===== src/rtl/gray_pkg.sv =====
// Shared definitions for the Gray-code decoder: default width, step encodings and
// a width-agnostic Gray-to-binary helper.
package gray_pkg;

   localparam int unsigned DEFAULT_WIDTH = 4;
   localparam int unsigned GRAY_MAX_W    = 64;

   typedef enum logic [1:0] {
      STEP_HOLD    = 2'b00,
      STEP_UP      = 2'b01,
      STEP_DOWN    = 2'b10,
      STEP_ILLEGAL = 2'b11
   } step_dir_e;

   // Each binary bit is the XOR of its Gray bit and every Gray bit above it.
   // Zero-extended inputs decode correctly because the padding bits contribute nothing.
   function automatic logic [GRAY_MAX_W-1:0] gray2bin(input logic [GRAY_MAX_W-1:0] g);
      logic [GRAY_MAX_W-1:0] b;
      b = g;
      for (int i = 1; i < GRAY_MAX_W; i++) begin
         b ^= g >> i;
      end
      return b;
   endfunction

endpackage


===== src/rtl/gray2bin_comb.sv =====
// Purely combinational Gray-to-binary converter, MSB of gray_i is the most significant bit.
module gray2bin_comb
   import gray_pkg::*;
#(
   parameter int unsigned WIDTH = DEFAULT_WIDTH
) (
   input  logic [WIDTH-1:0] gray_i,
   output logic [WIDTH-1:0] bin_o
);

   assign bin_o = WIDTH'(gray2bin(GRAY_MAX_W'(gray_i)));

endmodule


===== src/rtl/gray_decoder.sv =====
// Registered Gray-to-binary decoder with valid/ready handshake and a single-step checker
// reporting step direction, a sticky error flag and a saturating error counter.
module gray_decoder
   import gray_pkg::*;
#(
   parameter int unsigned WIDTH     = DEFAULT_WIDTH,
   parameter int unsigned ERR_CNT_W = 8
) (
   input  logic                 clk,
   input  logic                 rst_n,
   input  logic [WIDTH-1:0]     gray_in,
   input  logic                 in_valid,
   output logic                 in_ready,
   output logic [WIDTH-1:0]     bin_out,
   output logic                 out_valid,
   input  logic                 out_ready,
   output logic [1:0]           step_dir,
   output logic                 step_err,
   output logic [ERR_CNT_W-1:0] err_count,
   input  logic                 clr_err
);

   logic [WIDTH-1:0]     bin_dec;
   logic [WIDTH-1:0]     delta;
   logic                 accept;
   step_dir_e            dir_calc;

   logic [WIDTH-1:0]     bin_q, bin_d;
   logic                 out_valid_q, out_valid_d;
   step_dir_e            dir_q, dir_d;
   logic                 err_q, err_d;
   logic [ERR_CNT_W-1:0] cnt_q, cnt_d;
   logic [WIDTH-1:0]     prev_bin_q, prev_bin_d;
   logic                 prev_valid_q, prev_valid_d;

   gray2bin_comb #(
      .WIDTH (WIDTH)
   ) u_gray2bin (
      .gray_i (gray_in),
      .bin_o  (bin_dec)
   );

   always_comb begin
      in_ready = !out_valid_q || out_ready;
      accept   = in_valid && in_ready;
      delta    = bin_dec - prev_bin_q;

      // Modular difference makes max->0 an up step and 0->max a down step.
      dir_calc = STEP_ILLEGAL;
      if (!prev_valid_q || (delta == '0)) begin
         dir_calc = STEP_HOLD;
      end else if (delta == WIDTH'(1)) begin
         dir_calc = STEP_UP;
      end else if (delta == '1) begin
         dir_calc = STEP_DOWN;
      end

      bin_d        = bin_q;
      out_valid_d  = out_valid_q;
      dir_d        = dir_q;
      err_d        = err_q;
      cnt_d        = cnt_q;
      prev_bin_d   = prev_bin_q;
      prev_valid_d = prev_valid_q;

      if (accept) begin
         bin_d        = bin_dec;
         out_valid_d  = 1'b1;
         dir_d        = dir_calc;
         prev_bin_d   = bin_dec;
         prev_valid_d = 1'b1;
      end else if (out_ready) begin
         out_valid_d = 1'b0;
      end

      // A clear in the same cycle as an illegal jump drops that error.
      if (clr_err) begin
         err_d = 1'b0;
         cnt_d = '0;
      end else if (accept && (dir_calc == STEP_ILLEGAL)) begin
         err_d = 1'b1;
         if (cnt_q != '1) begin
            cnt_d = cnt_q + ERR_CNT_W'(1);
         end
      end
   end

   always_ff @(posedge clk or negedge rst_n) begin
      if (!rst_n) begin
         bin_q        <= '0;
         out_valid_q  <= 1'b0;
         dir_q        <= STEP_HOLD;
         err_q        <= 1'b0;
         cnt_q        <= '0;
         prev_bin_q   <= '0;
         prev_valid_q <= 1'b0;
      end else begin
         bin_q        <= bin_d;
         out_valid_q  <= out_valid_d;
         dir_q        <= dir_d;
         err_q        <= err_d;
         cnt_q        <= cnt_d;
         prev_bin_q   <= prev_bin_d;
         prev_valid_q <= prev_valid_d;
      end
   end

   assign bin_out   = bin_q;
   assign out_valid = out_valid_q;
   assign step_dir  = dir_q;
   assign step_err  = err_q;
   assign err_count = cnt_q;

endmodule


===== config.mk =====
export PLATFORM = sky130hd
export DESIGN_NAME = gray_decoder
export DESIGN_NICKNAME = d
export VERILOG_FILES = /design/src/rtl/gray_pkg.sv /design/src/rtl/gray2bin_comb.sv /design/src/rtl/gray_decoder.sv
export SDC_FILE = /design/constraint.sdc
export NUM_CORES = 1
export LEC_CHECK = 0
export CAP_MARGIN = 5
export CORE_UTILIZATION = 40
export DETAILED_ROUTE_END_ITERATION = 8
export GPL_TIMING_DRIVEN = 0
export PLACE_DENSITY = 0.65
export SYNTH_ARGS = -nofsm -noshare
export SYNTH_HDL_FRONTEND = slang
export SYNTH_SLANG_ARGS = --single-unit

===== constraint.sdc =====
create_clock -name clk -period 2.8 [get_ports clk]
set_input_delay 0.7 -clock clk [delete_from_list [all_inputs] [get_ports clk]]
set_output_delay 0.7 -clock clk [all_outputs]
set_load 0.05 [all_outputs]

Word level (Yosys, flattened, before mapping)
Index checks and enable logic that the tools add are counted.
{"block": "classes", "reduce_logical": 11, "n_mux": 10, "n_addsub": 2, "n_bitwise": 3, "eq_ne": 4}
{"op": "$mux W8", "n": 3}
{"op": "$add A8 B1 Y8 const B", "n": 1}
{"op": "$ne A8 B8 Y1 const B", "n": 1}
{"op": "$reduce_bool A2 Y1", "n": 3}
{"op": "$mux W1", "n": 5}
{"op": "$eq A4 B1 Y1 const B", "n": 1}
{"op": "$eq A4 B4 Y1 const B", "n": 1}
{"op": "$logic_not A4 Y1", "n": 1}
{"op": "$mux W2", "n": 2}
{"op": "$sub A4 B4 Y4", "n": 1}
{"op": "$xor A4 B1 Y4", "n": 1}
{"op": "$xor A4 B2 Y4", "n": 1}
{"op": "$xor A4 B3 Y4", "n": 1}
{"op": "$eq A2 B2 Y1 const B", "n": 1}
{"op": "$logic_and A1 B1 Y1", "n": 2}
{"op": "$logic_not A1 Y1", "n": 2}
{"op": "$logic_or A1 B1 Y1", "n": 2}
{"op": "$reduce_and A2 Y1", "n": 1}
{"block": "totals", "wordCells": 36, "reg_bits": 17, "out_inout_bits": 17, "inputBits": 9}

Depth between registers and ports, before layout
Gate-level depths: netlist of run 1.
{"block": "depth", "ltp_word": 12, "depth_mapped": 12, "depth_no_buf": 11}

Hierarchy
A second synthesis of run 1 with hierarchy kept.
{"block": "hier_totals", "hier_cells": 103, "area_unflattened_um2": 1043.5}
{"module": "gray_decoder", "instances": 1, "cells_per_inst": 98, "seq_area_each_um2": 425.4, "area_per_inst_um2": 993.5}
{"module": "gray2bin_comb", "instances": 1, "cells_per_inst": 5, "seq_area_each_um2": 0.0, "area_per_inst_um2": 50.0}

Worst setup path before layout of run 1
Ideal clock, no wire load.
{"block": "synth_path", "path_type": "input to register", "startpoint": "input port gray_in[2]", "endpoint": "register cnt_q[7], in the netlist err_count[7]", "stages": 11, "setup_slack_ns": -0.689, "setup_ns": 0.125, "arrival_time_ns": 3.364, "n_path_buf": 0, "cell_sequence": "xor2_1 -> xor2_1 -> xnor2_1 -> ha_1 -> inv_1 -> fa_1 -> xnor2_1 -> or3b_4 -> o31ai_4 -> and4b_1 -> mux2_4"}
{"block": "synth_between", "elab_chain_cells": 12}
{"element": "start: declaration", "line": "gray_decoder.sv:11", "rtl": "input logic [WIDTH-1:0] gray_in,"}
{"element": "$xor A4 B3 Y4 *", "line": "gray_pkg.sv:21", "rtl": "b ^= g >> i;"}
{"element": "$xor A4 B2 Y4 *", "line": "gray_pkg.sv:21"}
{"element": "$xor A4 B1 Y4 *", "line": "gray_pkg.sv:21"}
{"element": "named net bin_dec[1]", "line": "gray_decoder.sv:23", "rtl": "logic [WIDTH-1:0] bin_dec;"}
{"element": "$sub A4 B4 Y4 *", "line": "gray_decoder.sv:46", "rtl": "delta = bin_dec - prev_bin_q;"}
{"element": "$eq A4 B4 Y1", "line": "gray_decoder.sv:54", "rtl": "end else if (delta == '1) begin"}
{"element": "$mux W1", "line": "gray_decoder.sv:54"}
{"element": "$mux W2", "line": "gray_decoder.sv:52", "rtl": "end else if (delta == WIDTH'(1)) begin"}
{"element": "$mux W2 *", "line": "gray_decoder.sv:50", "rtl": "if (!prev_valid_q || (delta == '0)) begin"}
{"element": "$eq A2 B2 Y1 *", "line": "gray_decoder.sv:80", "rtl": "end else if (accept && (dir_calc == STEP_ILLEGAL)) begin"}
{"element": "$logic_and A1 B1 Y1 *", "line": "gray_decoder.sv:80"}
{"element": "$reduce_bool A2 Y1 (no source line) *"}
{"element": "$reduce_and A2 Y1 (no source line) *"}
{"element": "end signal: assignment", "line": "gray_decoder.sv:102", "rtl": "cnt_q <= cnt_d;"}
{"element": "end: declaration", "line": "gray_decoder.sv:32", "rtl": "logic [ERR_CNT_W-1:0] cnt_q, cnt_d;"}
Mark *: on every way through the listed nets, which the timed path passes. The rest lies on a longest branch.
A chain may end at the register's enable or synchronous reset.

Worst setup path in the final report of run 1
Same ends and word-level chain as after synthesis.

==> flow_summary.json, run 1 <==
{
  "dp.cells": 153,
  "grt_pass1_vias": 837,
  "firstDrtPassIters": 4,
  "grt_antenna_before_repair": 0,
  "holdWs_ns": 0.4798,
  "design_area_um2": 1499,
  "cp-end-kind": "register",
  "die_x_um": 52.46,
  "seq_area_frac_synth_pct": 41.77,
  "p_per_area_nw_per_um2": 589.1,
  "clkSlewWorstSetupHoldPaths_ns": 0.10,
  "cp.required_ns": 2.99,
  "pin_count": 26,
  "drive_above_1_share_pct": 27.94,
  "clockBufferDepth": 2,
  "cp_max_fo": 3,
  "drtIter0Drc": 11,
  "cts_tree": "done",
  "status": "finished with violations",
  "dp_hpwl_um": 1582,
  "maxSlewHeadroom_pct": 50.89,
  "synthArstFlopShare_pct": 100.0,
  "path_class": "input port to register",
  "track_usage_pct": 18.16,
  "synth_ff_type": "dfrtp_1",
  "antenna_cells": 0,
  "initial_utilization_pct": 44.34,
  "rsz0062_at_grt": "true",
  "setup_viol": 10,
  "yosys_warnings": 0,
  "timing.final.crit_period_ns": 3.105,
  "routed_via_density": 5.348,
  "synth_cell_types": 37,
  "core_area_um2": 2297,
  "finalHoldViolCount": 0,
  "synth_edf_count": 0,
  "fin_ws_ns": -0.3045,
  "drc": 0,
  "startpoint_type": "input port",
  "ctsRootBufferMaster": "clkbuf_4",
  "numCtsBuffers": 3,
  "die_y_um": 52.46,
  "fin_cells": 164,
  "gr-total-overflow": 0,
  "layout_common_cells": "clkdlybuf4s50_1, dfrtp_1, nand2_1",
  "fin_crit_sh_pct": 110.9,
  "grt_pass1_wl_um": 3615,
  "htreeDepth": 1,
  "worst_pin_slew_ns": 0.7343,
  "synth_cells": 100,
  "post_synth_instance_area_um2": 1018,
  "gp_congestion": 0.7977,
  "syn_avg_cell_area_um2": 10.18,
  "irDropWorstVdd_uv": 419.8,
  "syn-num-nets": 114,
  "ant_nets": 0,
  "area_growth_pct": 47.17,
  "max_freq_ghz": 0.3221,
  "cts.sinks": 17,
  "post-place-ws_ns": -1.425,
  "worstPathArrival_ns": 3.29,
  "wl_um": 2264,
  "maxCapViolCount": 0,
  "fin_worst_skew_ns": 0.005176,
  "die_area_um2": 2752,
  "hold_path_class": "register to register",
  "nets": 151,
  "rows": 17,
  "vias": 877,
  "io_buffers": 25,
  "grt_max_degree": 18,
  "slew_violations": 0,
  "routedWlPerCell_um": 13.80,
  "violations": "setup timing",
  "ys_ff_latch": 17,
  "placed_cell_area_um2": 1341,
  "p_leak_nw": 0.6497,
  "clk_latency_ns": 0.29,
  "layout_commonest_cell": "clkdlybuf4s50_1"
}
[where the power goes]
part           switching [mW]  total (mW)  internal (mW)
clock                  0.0746       0.130         0.0554
sequential             0.0230       0.297          0.274
combinational           0.262       0.456          0.194
total                   0.360       0.883          0.523
[cell families (layout without fill, tap and decap cells)]
kind of cell	Yosys count	after routing	share of synthesized area, %
and+or+nand+nor	43	43	23.96
DFF	17	17	41.77
AOI/OAI and AO/OA	15	15	11.30
muxes	8	8	9.090
buffers and inverters	7	43	2.702
adders and majority gates	5	5	6.880
xor gates and xnor gates	5	5	4.301
[registers in the layout (all words and copies together) (netlist names)]
| name | count |
|---|---|
| err_count | 8 |
| out_valid | 1 |
| prev_bin_q | 4 |
| prev_valid_q | 1 |
| step_dir | 2 |
| step_err | 1 |
[metrics by stage]
step	TNS (ns)	util, %	total power, mW
4_1_cts	-2.321	63.02	0.8595
3_3_place_gp	-12.57	58.39	0.6890
3_5_place_dp	-12.91	58.39	0.6958
5_1_grt	-2.786	65.25	0.9320
2_1_floorplan	-3.507	-	0.5820
6_report	-2.270	65.25	0.8830
[metal layers]
metal | global-route usage [%] | vias to the layer above | wire length, µm
li1 | - | 425 | -
met1 | 22.46 | 430 | 1024
met2 | 31.01 | 20 | 1153
met3 | 6.087 | 2 | 73
met4 | 2.632 | 0 | 12
met5 | 0 | - | 0
[critical path, stage by stage]
cell     delay [ns]
buf_8          0.10
xor2_4         0.22
xor2_4         0.20
xnor2_2        0.14
ha_2           0.20
inv_2          0.04
fa_2           0.51
or3b_4         0.40
o31ai_4        0.23
and4b_1        0.25
mux2_4         0.29
[path summary, 6_finish.rpt]
path,start,endpoint,slack (ns),cells past startpoint
max,gray_in[2],err_count[7],-0.30,11
max in group asynchronous,rst_n,prev_bin_q[1],1.50,1
min reg2reg,prev_valid_q,prev_valid_q,0.48,1
min,prev_valid_q,prev_valid_q,0.48,1
max reg2reg,prev_bin_q[2],err_count[2],0.36,8
min in group asynchronous,rst_n,prev_bin_q[2],0.84,1
[synth_stat cells, types with 2 or more instances]
cell type	count	area, µm²
and3_1	4	25.02
xnor2_1	2	17.52
nor2_1	7	26.28
nand2b_1	3	18.77
dfrtp_1	17	425.4
nor2b_1	5	31.28
ha_1	4	50.05
nor3_1	2	10.01
mux2_2	6	67.56
or4_1	2	15.01
a21oi_1	6	30.03
nand2_1	8	30.03
inv_1	5	18.77
xor2_1	3	26.28
nor4_1	4	25.02
[area by class of cell]
type / instances / area [µm²]
timing repair buffer: 33 / 317.8
buffer: 1 / 3.754
multi-input combinational: 76 / 671.9
fill: 199 / 798.3
sequential: 17 / 425.4
inverter: 5 / 18.77
tap: 28 / 35.03
clock buffer: 4 / 26.28
[timing repair]
action / 4_1_cts / 5_1_grt
hold buffers: 0 / 0
gates resized for setup: 22 / 10
endpoints found under the setup margin: 12 / 10
buffers inserted: 6 / 2
pin swaps: 10 / 9
Note: power is estimated with default switching activity, not from simulation.
==> inputs of run 2 (changes only) <==
--- a/config.mk
+++ b/config.mk
@@ -10,6 +10,7 @@
 export DETAILED_ROUTE_END_ITERATION = 8
 export GPL_TIMING_DRIVEN = 0
 export PLACE_DENSITY = 0.65
+export SKIP_LAST_GASP = 1
 export SYNTH_ARGS = -nofsm -noshare
 export SYNTH_HDL_FRONTEND = slang
 export SYNTH_SLANG_ARGS = --single-unit
==> results of run 2 <==
No change in the layout: final DEF, timing and power equal those of run 1.
==> inputs of run 3 (changes only) <==
--- a/config.mk
+++ b/config.mk
@@ -8,7 +8,6 @@
 export CAP_MARGIN = 5
 export CORE_UTILIZATION = 40
 export DETAILED_ROUTE_END_ITERATION = 8
-export GPL_TIMING_DRIVEN = 0
 export PLACE_DENSITY = 0.65
 export SKIP_LAST_GASP = 1
 export SYNTH_ARGS = -nofsm -noshare
==> flow_summary.json, run 3 (same netlist as run 1, synthesis figures left out) <==
{
  "status": "finished with violations",
  "violations": "setup timing",
  "drive_above_1_share_pct": 31.65,
  "grt_max_degree": 18,
  "p_int_mw": 0.5556,
  "gp_congestion": 0.8267,
  "initial_utilization_pct": 44.34,
  "io_buffers": 25,
  "pwr-share-clk_pct": 14.1,
  "nets": 154,
  "nFillCells": 176,
  "cp-end-kind": "register",
  "slowest_stage": "fa_2",
  "timing.final.crit_period_ns": 3.129,
  "hold_buffers": 0,
  "crit_chain": "buf_8 > xor2_4 > xor2_2 > xnor2_2 > ha_2 > inv_2 > fa_2 > or3b_4 > o31ai_4 > and4b_1 > mux2_4",
  "cp.required_ns": 2.99,
  "irDropWorstVdd_uv": 431.2,
  "worstReg2RegStart": "prev_bin_q[0]",
  "pwr-share-seq_pct": 31.5,
  "p_sw_share_pct": 40.80,
  "finalHoldViolCount": 0,
  "startpoint_type": "input port",
  "gr-total-overflow": 0,
  "largest_reg_flops": 8,
  "cts.sinks": 17,
  "maxSlewHeadroom_pct": 48.93,
  "p_leak_nw": 0.6750,
  "track_usage_pct": 20.55,
  "worst_pin_slew_ns": 0.7637,
  "clk_latency_ns": 0.29,
  "drtIter0Drc": 16,
  "vias": 882,
  "hold_path_class": "register to register",
  "antenna_cells": 0,
  "cts_tree": "done",
  "ff2ff_path_depth": 7,
  "drc": 0,
  "rows": 17,
  "grt_antenna_before_repair": 0,
  "htreeDepth": 1,
  "clockBufferDepth": 2,
  "fin_crit_sh_pct": 111.7,
  "grt_pass1_wl_um": 4084,
  "power_frac_comb_pct": 54.4,
  "ant_nets": 0,
  "holdWs_ns": 0.4689,
  "worstPathArrival_ns": 3.31,
  "cpPeakStageDelay_ns": 0.52,
  "fin_ws_ns": -0.3287,
  "slew_violations": 0,
  "routed_via_density": 5.281,
  "die_x_um": 52.46,
  "setup_viol": 10,
  "numCtsBuffers": 3,
  "firstDrtPassIters": 4,
  "die_y_um": 52.46,
  "grt_pass1_vias": 948,
  "p_per_area_nw_per_um2": 599.6,
  "die_area_um2": 2752,
  "wl_um": 2391,
  "fin_util_pct": 68.14,
  "switchingPower_mw": 0.3830,
  "area_growth_pct": 53.69,
  "startpoint": "gray_in[2]",
  "layout_commonest_cell": "clkdlybuf4s50_1",
  "core_area_um2": 2297,
  "max_freq_ghz": 0.3196,
  "crit_end": "err_count[7]",
  "rsz0062_at_grt": "true",
  "layout_common_cells": "clkdlybuf4s50_1, dfrtp_1, buf_4",
  "dp_hpwl_um": 1791,
  "post-place-ws_ns": -1.110,
  "fin_worst_skew_ns": 0.0006854,
  "finalPower_mw": 0.9386,
  "path_class": "input port to register",
  "cp_max_fo": 2,
  "pin_count": 26,
  "r2r_slack_ns": 0.39,
  "clkSlewWorstSetupHoldPaths_ns": 0.10,
  "ctsRootBufferMaster": "clkbuf_4",
  "maxCapViolCount": 0,
  "reg2reg_to": "err_count[7]",
  "routedWlPerCell_um": 14.32
}
[run 3: through the flow]
stage          area, µm²  std cells  setup TNS, ns
6_report            1565        167         -2.402
5_1_grt             1565        167         -3.239
3_5_place_dp        1418        161         -10.83
4_1_cts             1536        167         -2.197
2_1_floorplan       1056        100         -3.507
3_3_place_gp        1418        161         -9.476
[run 3: worst min-delay path by stage]
stage / start / endpoint / cells past startpoint
6_report: prev_valid_q / prev_valid_q / 1
5_1_grt: prev_valid_q / prev_valid_q / 1
4_1_cts: prev_valid_q / prev_valid_q / 1
3_5_place_dp: prev_valid_q / prev_valid_q / 1
3_3_place_gp: prev_valid_q / prev_valid_q / 1
2_1_floorplan: rst_n / err_count[0] / 0
[run 3: final cells by class]
class | count | area (µm²) | area share [%]
repair buffers | 37 | 362.8 | 23.18
clock buffers | 4 | 26.28 | 1.679
well taps | 28 | 35.03 | 2.238
inverters | 5 | 18.77 | 1.199
flip-flops and latches | 17 | 425.4 | 27.18
multi-input cells | 76 | 696.9 | 44.52
[run 3: worst max-delay path: cells and delay by family]
kind / cells / cell delay, ns
adders and majority gates: 2 / 0.72
buffers and inverters: 2 / 0.14
and+or+nand+nor: 2 / 0.66
muxes: 1 / 0.30
AOI/OAI and AO/OA: 1 / 0.22
xor gates and xnor gates: 3 / 0.58
[run 3: repair_timing]
item | CTS | global route
hold endpoints to repair | 0 | 0
buffers inserted | 2 | 0
pin swaps | 5 | 4
endpoints found under the setup margin | 11 | 10
resized for setup | 29 | 5
[run 3: power groups by stage]
stage	logic [mW]	registers (mW)	clock network [mW]
CTS	0.505	0.297	0.140
global placement	0.430	0.300	0
global route	0.550	0.301	0.148
finish	0.510	0.296	0.132
floorplan	0.181	0.401	0
detailed placement	0.442	0.302	0
[run 3: routing by layer]
metal | vias up | GRT usage, % | wire length (µm)
li1 | 431 | - | -
met3 | 4 | 7.246 | 103
met2 | 18 | 35.02 | 1215
met4 | 0 | 4.825 | 22
met5 | - | 0 | 0
met1 | 429 | 24.50 | 1049
